===== src/rtl/globefish_pkg.sv =====
// Shared constants for the globefish OLED SPI master: register map,
// STATUS bit positions and the serialiser state encoding.
package globefish_pkg;

    localparam logic [1:0] OLED_DATA   = 2'd0;
    localparam logic [1:0] OLED_STATUS = 2'd1;
    localparam logic [1:0] OLED_DIV    = 2'd2;

    localparam int STAT_BUSY    = 0;
    localparam int STAT_FULL    = 1;
    localparam int STAT_EMPTY   = 2;
    localparam int STAT_OVF     = 3;
    localparam int STAT_LVL_LSB = 4;

    typedef enum logic [1:0] {
        IDLE,
        LOW,
        HIGH
    } oled_state_e;

endpackage


===== src/rtl/globefish_fifo.sv =====
// Synchronous FIFO with occupancy count. A push into a full FIFO is
// accepted when a pop happens in the same cycle.
module globefish_fifo #(
    parameter int WIDTH = 8,
    parameter int DEPTH = 4
) (
    input  logic                     clk_i,
    input  logic                     rst_in,
    input  logic                     push,
    input  logic                     pop,
    input  logic [WIDTH-1:0]         wdata,
    output logic [WIDTH-1:0]         rdata,
    output logic                     full,
    output logic                     empty,
    output logic [$clog2(DEPTH):0]   level
);

    localparam int AW = $clog2(DEPTH);
    localparam logic [AW:0] FULL_LVL = (AW+1)'(DEPTH);

    logic [WIDTH-1:0] mem [DEPTH];
    logic [AW-1:0]    wr_ptr;
    logic [AW-1:0]    rd_ptr;
    logic             do_push;
    logic             do_pop;

    assign empty   = (level == '0);
    assign full    = (level == FULL_LVL);
    assign do_pop  = pop && !empty;
    assign do_push = push && (!full || do_pop);
    assign rdata   = mem[rd_ptr];

    // storage array; contents need no reset since level gates every read
    always_ff @(posedge clk_i) begin
        if (do_push) begin
            mem[wr_ptr] <= wdata;
        end
    end

    // pointers and occupancy count
    always_ff @(posedge clk_i) begin
        if (!rst_in) begin
            wr_ptr <= '0;
            rd_ptr <= '0;
            level  <= '0;
        end else begin
            if (do_push) begin
                wr_ptr <= wr_ptr + AW'(1);
            end
            if (do_pop) begin
                rd_ptr <= rd_ptr + AW'(1);
            end
            if (do_push && !do_pop) begin
                level <= level + (AW+1)'(1);
            end else if (do_pop && !do_push) begin
                level <= level - (AW+1)'(1);
            end
        end
    end

endmodule


===== src/rtl/globefish_oled_spi.sv =====
// Write-only SPI master (mode 0, MSB first) for the OLED pads, fed from a
// Wishbone-accessible TX FIFO with a programmable SCK divider.
//
// state | meaning
// IDLE  | SCK low, SDO holds last bit; pops the FIFO when it has data
// LOW   | SCK low half-period, current bit stable on SDO
// HIGH  | SCK high half-period; at its end advance bit or fetch next byte
import globefish_pkg::*;

module globefish_oled_spi #(
    parameter int FIFO_DEPTH = 4,
    parameter int DIV_RST    = 1
) (
    input  logic        clk_i,
    input  logic        rst_in,
    input  logic        wb_cyc_i,
    input  logic        wb_stb_i,
    input  logic        wb_we_i,
    input  logic [1:0]  wb_adr_i,
    input  logic [31:0] wb_dat_i,
    input  logic [3:0]  wb_sel_i,
    output logic [31:0] wb_dat_o,
    output logic        wb_ack_o,
    output logic        spi_oled_sck_o,
    output logic        spi_oled_sdo_o,
    output logic        busy_o
);

    localparam int LW = $clog2(FIFO_DEPTH) + 1;

    logic          access;
    logic          wr_en;
    logic          fifo_push;
    logic          fifo_pop;
    logic          fifo_full;
    logic          fifo_empty;
    logic [7:0]    fifo_rdata;
    logic [LW-1:0] fifo_level;
    logic          ovf_set;
    logic          ovf;
    logic [7:0]    div;
    logic [31:0]   rd_data;
    logic [31:0]   status;
    logic          unused_bits;

    oled_state_e   state, state_next;
    logic [7:0]    cnt, cnt_next;
    logic [2:0]    bit_idx, bit_idx_next;
    logic [7:0]    shift, shift_next;
    logic          sck;

    assign unused_bits = &{1'b0, wb_dat_i[31:8], wb_sel_i[3:1]};

    // ack is withheld for one cycle after each ack, so a held strobe is
    // served every other cycle and never counted twice
    assign access    = wb_cyc_i && wb_stb_i && !wb_ack_o;
    assign wr_en     = access && wb_we_i && wb_sel_i[0];
    assign fifo_push = wr_en && (wb_adr_i == OLED_DATA);
    assign ovf_set   = fifo_push && fifo_full && !fifo_pop;

    globefish_fifo #(
        .WIDTH (8),
        .DEPTH (FIFO_DEPTH)
    ) u_fifo (
        .clk_i  (clk_i),
        .rst_in (rst_in),
        .push   (fifo_push),
        .pop    (fifo_pop),
        .wdata  (wb_dat_i[7:0]),
        .rdata  (fifo_rdata),
        .full   (fifo_full),
        .empty  (fifo_empty),
        .level  (fifo_level)
    );

    assign busy_o = (state != IDLE);

    always_comb begin
        status = '0;
        status[STAT_BUSY]  = busy_o;
        status[STAT_FULL]  = fifo_full;
        status[STAT_EMPTY] = fifo_empty;
        status[STAT_OVF]   = ovf;
        status[STAT_LVL_LSB +: 4] = 4'(fifo_level);
    end

    // register read mux
    always_comb begin
        rd_data = '0;
        case (wb_adr_i)
            OLED_STATUS: rd_data = status;
            OLED_DIV:    rd_data = {24'd0, div};
            default:     rd_data = '0;
        endcase
    end

    // bus handshake, DIV register and sticky overflow flag
    always_ff @(posedge clk_i) begin
        if (!rst_in) begin
            wb_ack_o <= 1'b0;
            wb_dat_o <= '0;
            div      <= 8'(DIV_RST);
            ovf      <= 1'b0;
        end else begin
            wb_ack_o <= access;
            wb_dat_o <= (access && !wb_we_i) ? rd_data : '0;
            if (wr_en && (wb_adr_i == OLED_DIV)) begin
                div <= wb_dat_i[7:0];
            end
            if (ovf_set) begin
                ovf <= 1'b1;
            end else if (wr_en && (wb_adr_i == OLED_STATUS) && wb_dat_i[STAT_OVF]) begin
                ovf <= 1'b0;
            end
        end
    end

    // next-state logic: divider down-count, bit sequencing and FIFO fetch
    always_comb begin
        state_next   = state;
        cnt_next     = cnt;
        bit_idx_next = bit_idx;
        shift_next   = shift;
        fifo_pop     = 1'b0;
        case (state)
            IDLE: begin
                if (!fifo_empty) begin
                    fifo_pop     = 1'b1;
                    shift_next   = fifo_rdata;
                    bit_idx_next = '0;
                    cnt_next     = div;
                    state_next   = LOW;
                end
            end
            LOW: begin
                if (cnt == '0) begin
                    cnt_next   = div;
                    state_next = HIGH;
                end else begin
                    cnt_next = cnt - 8'd1;
                end
            end
            HIGH: begin
                if (cnt == '0) begin
                    cnt_next = div;
                    if (bit_idx != 3'd7) begin
                        shift_next   = {shift[6:0], 1'b0};
                        bit_idx_next = bit_idx + 3'd1;
                        state_next   = LOW;
                    end else if (!fifo_empty) begin
                        fifo_pop     = 1'b1;
                        shift_next   = fifo_rdata;
                        bit_idx_next = '0;
                        state_next   = LOW;
                    end else begin
                        state_next = IDLE;
                    end
                end else begin
                    cnt_next = cnt - 8'd1;
                end
            end
            default: state_next = IDLE;
        endcase
    end

    // serialiser state; SCK is registered so the pad never sees decode glitches
    always_ff @(posedge clk_i) begin
        if (!rst_in) begin
            state   <= IDLE;
            cnt     <= '0;
            bit_idx <= '0;
            shift   <= '0;
            sck     <= 1'b0;
        end else begin
            state   <= state_next;
            cnt     <= cnt_next;
            bit_idx <= bit_idx_next;
            shift   <= shift_next;
            sck     <= (state_next == HIGH);
        end
    end

    assign spi_oled_sck_o = sck;
    assign spi_oled_sdo_o = shift[7];

endmodule


===== config.mk =====
export PLATFORM = sky130hd
export DESIGN_NAME = globefish_oled_spi
export DESIGN_NICKNAME = d
export VERILOG_FILES = /design/src/rtl/globefish_pkg.sv /design/src/rtl/globefish_fifo.sv /design/src/rtl/globefish_oled_spi.sv
export SDC_FILE = /design/constraint.sdc
export NUM_CORES = 1
export LEC_CHECK = 0
export ABC_CLOCK_PERIOD_IN_PS = 6300
export BUFFER_PORTS_ARGS = -buffer_cell sky130_fd_sc_hd__buf_4
export CORE_UTILIZATION = 45
export CTS_CLUSTER_SIZE = 25
export DETAILED_ROUTE_END_ITERATION = 10
export PLACE_DENSITY = 0.65
export SLEW_MARGIN = 20
export SYNTH_ARGS = -nofsm -noshare
export SYNTH_HDL_FRONTEND = slang
export SYNTH_HIERARCHICAL = 1
export SYNTH_SLANG_ARGS = --single-unit

===== constraint.sdc =====
create_clock -name clk_i -period 6.3 [get_ports clk_i]
set_input_delay 1.26 -clock clk_i [delete_from_list [all_inputs] [get_ports clk_i]]
set_output_delay 1.26 -clock clk_i [all_outputs]
set_load 0.1 [all_outputs]

After elaboration in Yosys (flattened, before gate mapping)
Memory sizes are Yosys's and may differ from the RTL's. A register that Yosys moved wholly into a read port is not among the register bits. Index checks and enable logic that the tools add are counted.

$add $sub $neg: 6. Multiply operators: 0. Divide/modulo/power cells: 0. $lt $le $gt $ge: 0. Equality and inequality tests: 9. Shifts and indexed selects: 0. Muxes and demuxes: 30. Bitwise gates (word level): 0. Reductions and logical operators: 36.

Operator list (count): 8-bit one-hot mux with 2 select lines (3); 8-bit two-way mux (5); 1-bit logical AND (15); 3-bit two-way mux (5); 2-bit two-way mux (5); 2-bit nonzero test (5); 1-bit two-way mux (9); 8-bit zero test (1); 8-bit by 1-bit subtractor with 8-bit output, second input constant (1); 1-bit zero test (7); 3-bit by 1-bit adder with 3-bit output, second input constant (2); 2-bit equality test, second input constant (3); 2-bit one-hot mux with 3 select lines (1); 3-bit one-hot mux with 2 select lines (1); 2-bit AND reduction (3); 2-bit by 1-bit adder with 2-bit output, second input constant (2); 2-bit by 1-bit equality test with 1-bit output, second input constant (2); 2-bit zero test (2); 2-bit != test, second input constant (2); 3-bit equality test, second input constant (1); 3-bit zero test (1); 3-bit != test, second input constant (1); 3-bit by 1-bit subtractor with 3-bit output, second input constant (1); 1-bit one-hot mux with 2 select lines (1); 2 further kinds (2).

Flip-flop bits (word level): 71. Bits in latches: 0. Bits in writable memories: 32. ROM bits: 0. Input port bits: 43. Output and inout port bits: 36. Logic and storage cells: 94. Memories: 1.

Memories: u_fifo.mem (depth 4, bits a word 8, read ports 1, clocked after Yosys merged registers in 1, write ports 1, RTL line globefish_fifo.sv:21) `logic [WIDTH-1:0] mem [DEPTH];`.

Longest topological paths before layout
Gate-level depths: netlist of the first run.

Depth in word-level cells: 12. Gate-level depth with buffers: 13. Gate-level depth less buffers: 13.

Cells and area by module
The synthesis of the first run kept the hierarchy.

Modules (own cells, without submodules): globefish_oled_spi (instances 1, cells each 264, area each 2195.9 um^2, sequential area each 800.8 um^2); globefish_fifo (instances 1, cells each 90, area each 1644.1 um^2, sequential area each 1141.1 um^2).

Least setup slack after synthesis of the first run
Ideal clock, no wire load.

Path kind: input-to-reg. From: input wb_stb_i. To: register u_fifo.level[2]. Setup time: 76 ps. Arrival time: 3448 ps. Data required time: 6224 ps. Setup slack: 2777 ps. Stages on the path: 11. Path buffers: 1. Path through: and3b_1 -> and3_1 -> clkbuf_1 -> and2_1 -> a21boi_4 -> ha_1 -> inv_1 -> fa_1 -> xor2_1 -> or3_1 -> a21boi_0.

Cells in the longest elaborated chain, start to end: 9. Elaborated cells on any way between the ends: 11. Those cells by class: 1 x mux; 10 x reduce/logical.

RTL lines: from (decl) (RTL line globefish_oled_spi.sv:17) `input logic wb_stb_i,`; 1-bit logical AND (*) (2 in a row) (RTL line globefish_oled_spi.sv:56) `assign access = wb_cyc_i && wb_stb_i && !wb_ack_o;`; 1-bit logical AND (*) (2 in a row) (RTL line globefish_oled_spi.sv:57) `assign wr_en = access && wb_we_i && wb_sel_i[0];`; 1-bit logical AND (*) (RTL line globefish_oled_spi.sv:58) `assign fifo_push = wr_en && (wb_adr_i == OLED_DATA);`; via fifo_push (RTL line globefish_oled_spi.sv:33) `logic fifo_push;`; 1-bit logical AND (*) (RTL line globefish_fifo.sv:30) `assign do_push = push && (!full || do_pop);`; via u_fifo.do_push (RTL line globefish_fifo.sv:24) `logic do_push;`; 1-bit zero test (RTL line globefish_fifo.sv:55) `end else if (do_pop && !do_push) begin`; 1-bit logical AND (RTL line globefish_fifo.sv:55); 2-bit nonzero test (no source line); to (signal assigned) (RTL line globefish_fifo.sv:54) `level <= level + (AW+1)'(1);`; to (signal assigned) (RTL line globefish_fifo.sv:56) `level <= level - (AW+1)'(1);`; to (decl) (RTL line globefish_fifo.sv:15) `output logic [$clog2(DEPTH):0] level`.

The timed path passes the listed nets; every way through them passes the cells marked *. A chain may end at the register's enable or synchronous reset.

Final worst setup path of the first run
From: register cnt[0]. To: register u_fifo.level[2].

Cells in the longest elaborated chain, start to end: 9. Elaborated cells on any way between the ends: 12. Those cells by class: 3 x mux; 9 x reduce/logical.

RTL lines: from (decl) (RTL line globefish_oled_spi.sv:47) `logic [7:0] cnt, cnt_next;`; from (signal assigned) (RTL line globefish_oled_spi.sv:176) `cnt <= cnt_next;`; 8-bit zero test (*) (RTL line globefish_oled_spi.sv:144) `if (cnt == '0) begin`; 1-bit two-way mux (*) (RTL line globefish_oled_spi.sv:144); 1-bit one-hot mux with 2 select lines (*) (RTL line globefish_oled_spi.sv:125) `case (state)`; via fifo_pop (RTL line globefish_oled_spi.sv:34) `logic fifo_pop;`; 1-bit logical AND (*) (RTL line globefish_fifo.sv:29) `assign do_pop = pop && !empty;`; 1-bit logical OR (*) (RTL line globefish_fifo.sv:30); 1-bit logical AND (*) (RTL line globefish_fifo.sv:30); via u_fifo.do_push (RTL line globefish_fifo.sv:24); 1-bit zero test (RTL line globefish_fifo.sv:55); 1-bit logical AND (RTL line globefish_fifo.sv:55); 2-bit nonzero test (no source line).

Marks and branches as above.

==> reports/metrics.cfg, run 1 <==
[outcome]
status=completed

[floorplan]
std_cell_rows=33
fp.dieH_um=94.4
initial_utilization=0.467
io-pin-count=79
core_sq_um=8220
die_width_um=94.4
dieArea_sq_um=8910

[clocking]
cts_buffer_depth=2
path_clk_slew_ps=90
htreeDepth=3
cts_tree=done
cts_resized=0
worstSkewPairLatency_ps=360
cts.sinks=81
cts_hold_buf=0
post_cts_buffers=0
root_buffer=clkbuf_8
cts_inserted_buffers=9

[timing]
setup_ws_ps=2810
timing.fmax_mhz=286
drv_slew=0
whs_ps=482
setup_viol=0
fin_crit_ps=3490
tightest_slew_ps=780
relSlewSlack=0.480
tns_ps=0
fin_skew_ps=13.0
hold_viol_final=0
rsz0062_at_grt=false
fin_crit_sh=0.554

[route]
highest_layer=met4
route.met2.wl_um=3620
wl_per_cell_um=15.3
drt-met1-wl_um=3320
drt-vias-per-instance=5.40
wl_um=7400
drt_iter0_drc=75
first_pass_iters=4
drc=0
routed-wl-met3_um=364
ant_nets=0
vias=2615

[placed_design]
hpwlAfterDp_um=5140
placed_area_sq_um=4010
io_buffers=27
post-place-ws_ps=2520
gp_congestion=0.879

[setup_path]
required_ps=6590
cp.arrival_ps=3780
startpoint_type=flop
cp-end-kind=flop
cp_max_fo=7
worstSetupPathType=reg -> reg

[cells_and_area]
finish.instance_area_sq_um=4180
num_antenna_cells=0
syn2layout_area_growth_pct=8.86
seq_area_sq_um=1940
finalNetCount=433
fin_util=0.509
drive_gt1_frac=0.169
n_fill_cell=730
multiInputGateArea_sq_um=1660

[grt]
grt_pass1_wl_um=12100
grt_pass1_vias=2419
overflow=0
grt_use_total=0.182
grt_start_max_net_pins=35
antenna_found_initial=0

[power]
irDropWorstVdd_v=0.000135
p_comb_frac=0.333
power_per_cell_area_nw_per_um2=342
p_seq_frac=0.430
leakagePower_uw=0.00155
p_sw_frac=0.400
p_int_uw=857
pwr-share-clk=0.237
power_switching_uw=572

[synthesis]
async_reset_ff_frac=0
ys_types=55
yosysSeqAreaShare=0.506
synth_largest_area_cell=dfxtp_1
synth_seq_cells=81
postSynthCellCount=354
synth-warning-count=6
synth_most_common_cell=dfxtp_1
yosys_most_used_dff=dfxtp_1
avgSynthCellArea_sq_um=10.8
synthesis.area_sq_um=3840
ys_top_cells_by_count=dfxtp_1, edfxtp_1, nor2_1
yosys.area.top_type_share=0.255
synth_edf_count=32
synth_area_leaders=dfxtp_1, edfxtp_1, ha_1, buf_4, mux4_2

[job]
drv_cap=0

[min_path]
hp-class=reg -> reg

critical path, stage by stage (launching register included):
cell	delay, ps
dfxtp_1	350
inv_1	90
ha_1	200
nor3b_2	480
nand4_1	230
a21oi_1	400
inv_1	130
a21boi_4	270
ha_1	230
inv_1	60
fa_1	370
xor2_1	160
or3_1	310
a21boi_0	150
power groups by stage:
| stage | Sequential, uW | Clock (uW) | Combinational [uW] |
|---|---|---|---|
| floorplan | 662 | 0 | 364 |
| global placement | 623 | 0 | 468 |
| detailed placement | 625 | 0 | 476 |
| CTS | 614 | 349 | 476 |
| global route | 621 | 371 | 514 |
| finish | 615 | 339 | 476 |
path summary, 6_finish.rpt:
kind / startpoint / cells past startpoint / to / slack (ps)
setup / recovery: cnt[0] / 13 / u_fifo/level[2] / 2810
hold / removal: shift[0] / 2 / shift[0] / 480
hold reg to reg: shift[0] / 2 / shift[0] / 480
setup reg to reg: cnt[0] / 13 / u_fifo/level[2] / 2810
metrics by stage:
stage	instances	total power [uW]
after floorplan	377	1030
after detailed placement	468	1100
after global routing	484	1510
after global placement	468	1090
final	484	1430
after CTS	484	1440
final cells by class:
type	count	area share
clock buffer	10	0.0305
timing repair buffer	28	0.0503
inverter	16	0.0144
clock inverter	6	0.0108
sequential	81	0.465
tap	105	0.0314
multi-input combinational	238	0.398
cell families after synthesis:
logic type      after synthesis  share of synthesized area
compound gates               70                      0.132
xor+xnor                      4                    0.00913
fa+ha+maj                    16                     0.0541
buf+inv                      58                     0.0847
flops                        81                      0.506
mux                          17                     0.0704
other cells                   1                   0.000977
simple gates                107                      0.143
registers in the layout, indices dropped and copies added, names as in the netlist, named ones only:
name,count
bit_idx,3
cnt,8
div,8
ovf,1
shift,8
spi_oled_sck_o,1
state,2
u_fifo/level,3
u_fifo/mem,32
u_fifo/rd_ptr,2
u_fifo/wr_ptr,2
wb_ack_o,1
wb_dat_o,8
layout by cell type, fill, tap and decap left out, types with 4 or more instances in the layout:
| cell | count |
|---|---|
| dfxtp_1 | 49 |
| mux2i_1 | 9 |
| ha_1 | 15 |
| and2_1 | 11 |
| nor3_1 | 4 |
| o221a_2 | 5 |
| clkbuf_8 | 9 |
| edfxtp_1 | 32 |
| a22oi_1 | 7 |
| a21oi_1 | 25 |
| nand4_1 | 4 |
| inv_1 | 16 |
| conb_1 | 24 |
| o21ai_0 | 6 |
| mux4_2 | 8 |
| nor2_1 | 27 |
| o22ai_1 | 5 |
| nand2_1 | 24 |
| nand3_1 | 15 |
| buf_4 | 28 |
metal layers:
metal	vias to the layer above	global-route usage
met5	-	0
met4	0	0.0769
li1	1278	-
met2	76	0.298
met1	1252	0.228
met3	9	0.0467
Note: power is estimated with default switching activity, not from simulation.
==> inputs of run 2 (changes only) <==
--- a/config.mk
+++ b/config.mk
@@ -5,7 +5,7 @@
 export SDC_FILE = /design/constraint.sdc
 export NUM_CORES = 1
 export LEC_CHECK = 0
-export ABC_CLOCK_PERIOD_IN_PS = 6300
+export ABC_CLOCK_PERIOD_IN_PS = 3250
 export BUFFER_PORTS_ARGS = -buffer_cell sky130_fd_sc_hd__buf_4
 export CORE_UTILIZATION = 45
 export CTS_CLUSTER_SIZE = 25
==> constraint.sdc (replaced) <==
create_clock -name clk_i -period 3.25 [get_ports clk_i]
set_input_delay 0.65 -clock clk_i [delete_from_list [all_inputs] [get_ports clk_i]]
set_output_delay 0.65 -clock clk_i [all_outputs]
set_load 0.1 [all_outputs]
==> reports/metrics.cfg, run 2 (same netlist as run 1, synthesis figures left out) <==
[floorplan]
initial_utilization=0.467  ; unchanged
fp.dieH_um=94.4  ; unchanged
core_sq_um=8220  ; unchanged
die_width_um=94.4  ; unchanged
io-pin-count=79  ; unchanged
std_cell_rows=33  ; unchanged
dieArea_sq_um=8910  ; unchanged

[setup_path]
crit_chain=inv_1 -> ha_1 -> nor3b_2 -> nand4_1 -> a21oi_1 -> inv_1 -> a21boi_4 -> ha_1 -> inv_1 -> fa_1 -> xor2_1 -> or3_1 -> a21boi_0
worstSetupPathType=reg -> reg
r2r-start=cnt[0]
cp_max_fo=5  ; -2
cpMostUsedCell=inv_1
cp-end-kind=flop
cpMaxStageDelayCell=fa_1
required_ps=3520  ; -3070 ps
crit_path_max_incr_delay_ps=370  ; -110 ps
crit_start=cnt[0]
startpoint_type=flop
cp.arrival_ps=3140  ; -640 ps

[grt]
antenna_found_initial=0  ; unchanged
grt_pass1_vias=2468  ; +2.0%
grt_use_total=0.182  ; -0.000817
grt_pass1_wl_um=12200  ; +1.6%
overflow=0  ; unchanged
grt_start_max_net_pins=35  ; unchanged

[timing]
timing.fmax_mhz=349  ; +22%
fin_crit_sh=0.882  ; +0.328
rsz0062_at_grt=false
setup_viol=0  ; unchanged
drv_slew=0  ; unchanged
tightest_slew_ps=744  ; -36.3 ps
fin_skew_ps=9.65  ; -3.35 ps
relSlewSlack=0.504  ; +0.0242
setup_ws_ps=383  ; -2420 ps
hold_viol_final=0  ; unchanged
fin_crit_ps=2870  ; -625 ps
tns_ps=0  ; unchanged

[cells_and_area]
drive_gt1_frac=0.185  ; +0.0160
num_antenna_cells=0  ; unchanged
regMostFlops=u_fifo/mem
syn2layout_area_growth_pct=10.5
largest_reg_flops=32  ; unchanged
final_common_cell=dfxtp_1
n_fill_cell=757  ; +3.7%
layout_common_cells=dfxtp_1, buf_4, edfxtp_1, nor2_1, a21oi_1
finalNetCount=438  ; +1.2%

[power]
power_per_cell_area_nw_per_um2=676  ; +98%
irDropWorstVdd_v=0.000362  ; +170%
leakagePower_uw=0.00160  ; +3.1%

[placed_design]
hpwlAfterDp_um=5120  ; -0.57%
post-place-ws_ps=453  ; -2070 ps
gp_congestion=0.894  ; +1.7%
io_buffers=27  ; unchanged

[min_path]
min_from=shift[0]
hp-class=reg -> reg

[route]
ant_nets=0  ; unchanged
first_pass_iters=4  ; unchanged
drt-vias-per-instance=5.35  ; -1.1%
drc=0  ; unchanged
vias=2614  ; -0.038%
wl_per_cell_um=14.9  ; -2.7%
drt_iter0_drc=142  ; +89%
wl_um=7280  ; -1.7%

[clocking]
cts_resized=0  ; unchanged
cts.sinks=81  ; unchanged
path_clk_slew_ps=90  ; about the same
htreeDepth=3  ; unchanged
worstSkewPairLatency_ps=350  ; about the same
cts_buffer_depth=2  ; unchanged
cts_tree=done
cts_inserted_buffers=9  ; unchanged
cts_hold_buf=0  ; unchanged
post_cts_buffers=0  ; unchanged
root_buffer=clkbuf_8

[job]
drv_cap=0  ; unchanged

[outcome]
status=completed

[run 2: cell count changes in the layout (fill, tap and decap cells not counted), moves of 2 or more]
| cell | change |
|---|---|
| buf_4 | +5 |
| clkinv_2 | +2 |
| clkinvlp_4 | -2 |
| inv_6 | +2 |
[run 2: path summary, 6_finish.rpt]
path | endpoint | slack (ps) | cells past startpoint
hold / removal | shift[0] | 480 | 2
setup reg to reg | u_fifo/level[2] | 380 | 13
hold reg to reg | shift[0] | 480 | 2
setup / recovery | u_fifo/level[2] | 380 | 13
[run 2: layout make-up]
type                    count  area, sq um  share of cell area
clock buffers               9          124              0.0292
flip-flops and latches     81         1940               0.458
clock inverters             7         75.1              0.0177
repair buffers             33          248              0.0584
multi-input cells         238         1660               0.392
inverters                  16         60.1              0.0142
well taps                 105          131              0.0310
[run 2: through the flow]
step	hold slack, ps	power [uW]	utilization	std cells	area, sq um
after floorplan	446	1990	-	377	3930
after CTS	478	2890	0.517	489	4240
final	477	2870	0.517	489	4240
after detailed placement	466	2150	0.492	473	4050
after global placement	458	2130	0.492	473	4050
after global routing	503	3030	0.517	489	4240
[run 2: per-layer routing]
metal | GRT usage | part of all wire
met5 | 0 | 0
met4 | 0.0641 | 0.0082
met1 | 0.246 | 0.46
met3 | 0.0435 | 0.048
met2 | 0.284 | 0.48
[run 2: report_power, final]
group | leakage [uW] | total, uW | switching, uW | internal [uW]
logic | 0.000814 | 938 | 675 | 263
clock network | 0.000104 | 742 | 380 | 362
registers | 0.000684 | 1190 | 59.9 | 1130
total | 0.00160 | 2870 | 1110 | 1750
[run 2: critical path: cells and delay by family (launching register included)]
kind	cells	cell delay [ps]
xor gates and xnor gates	1	160
AOI/OAI and AO/OA	3	600
buffers and inverters	3	260
DFF	1	350
and+or+nand+nor	3	700
adders and majority gates	3	740
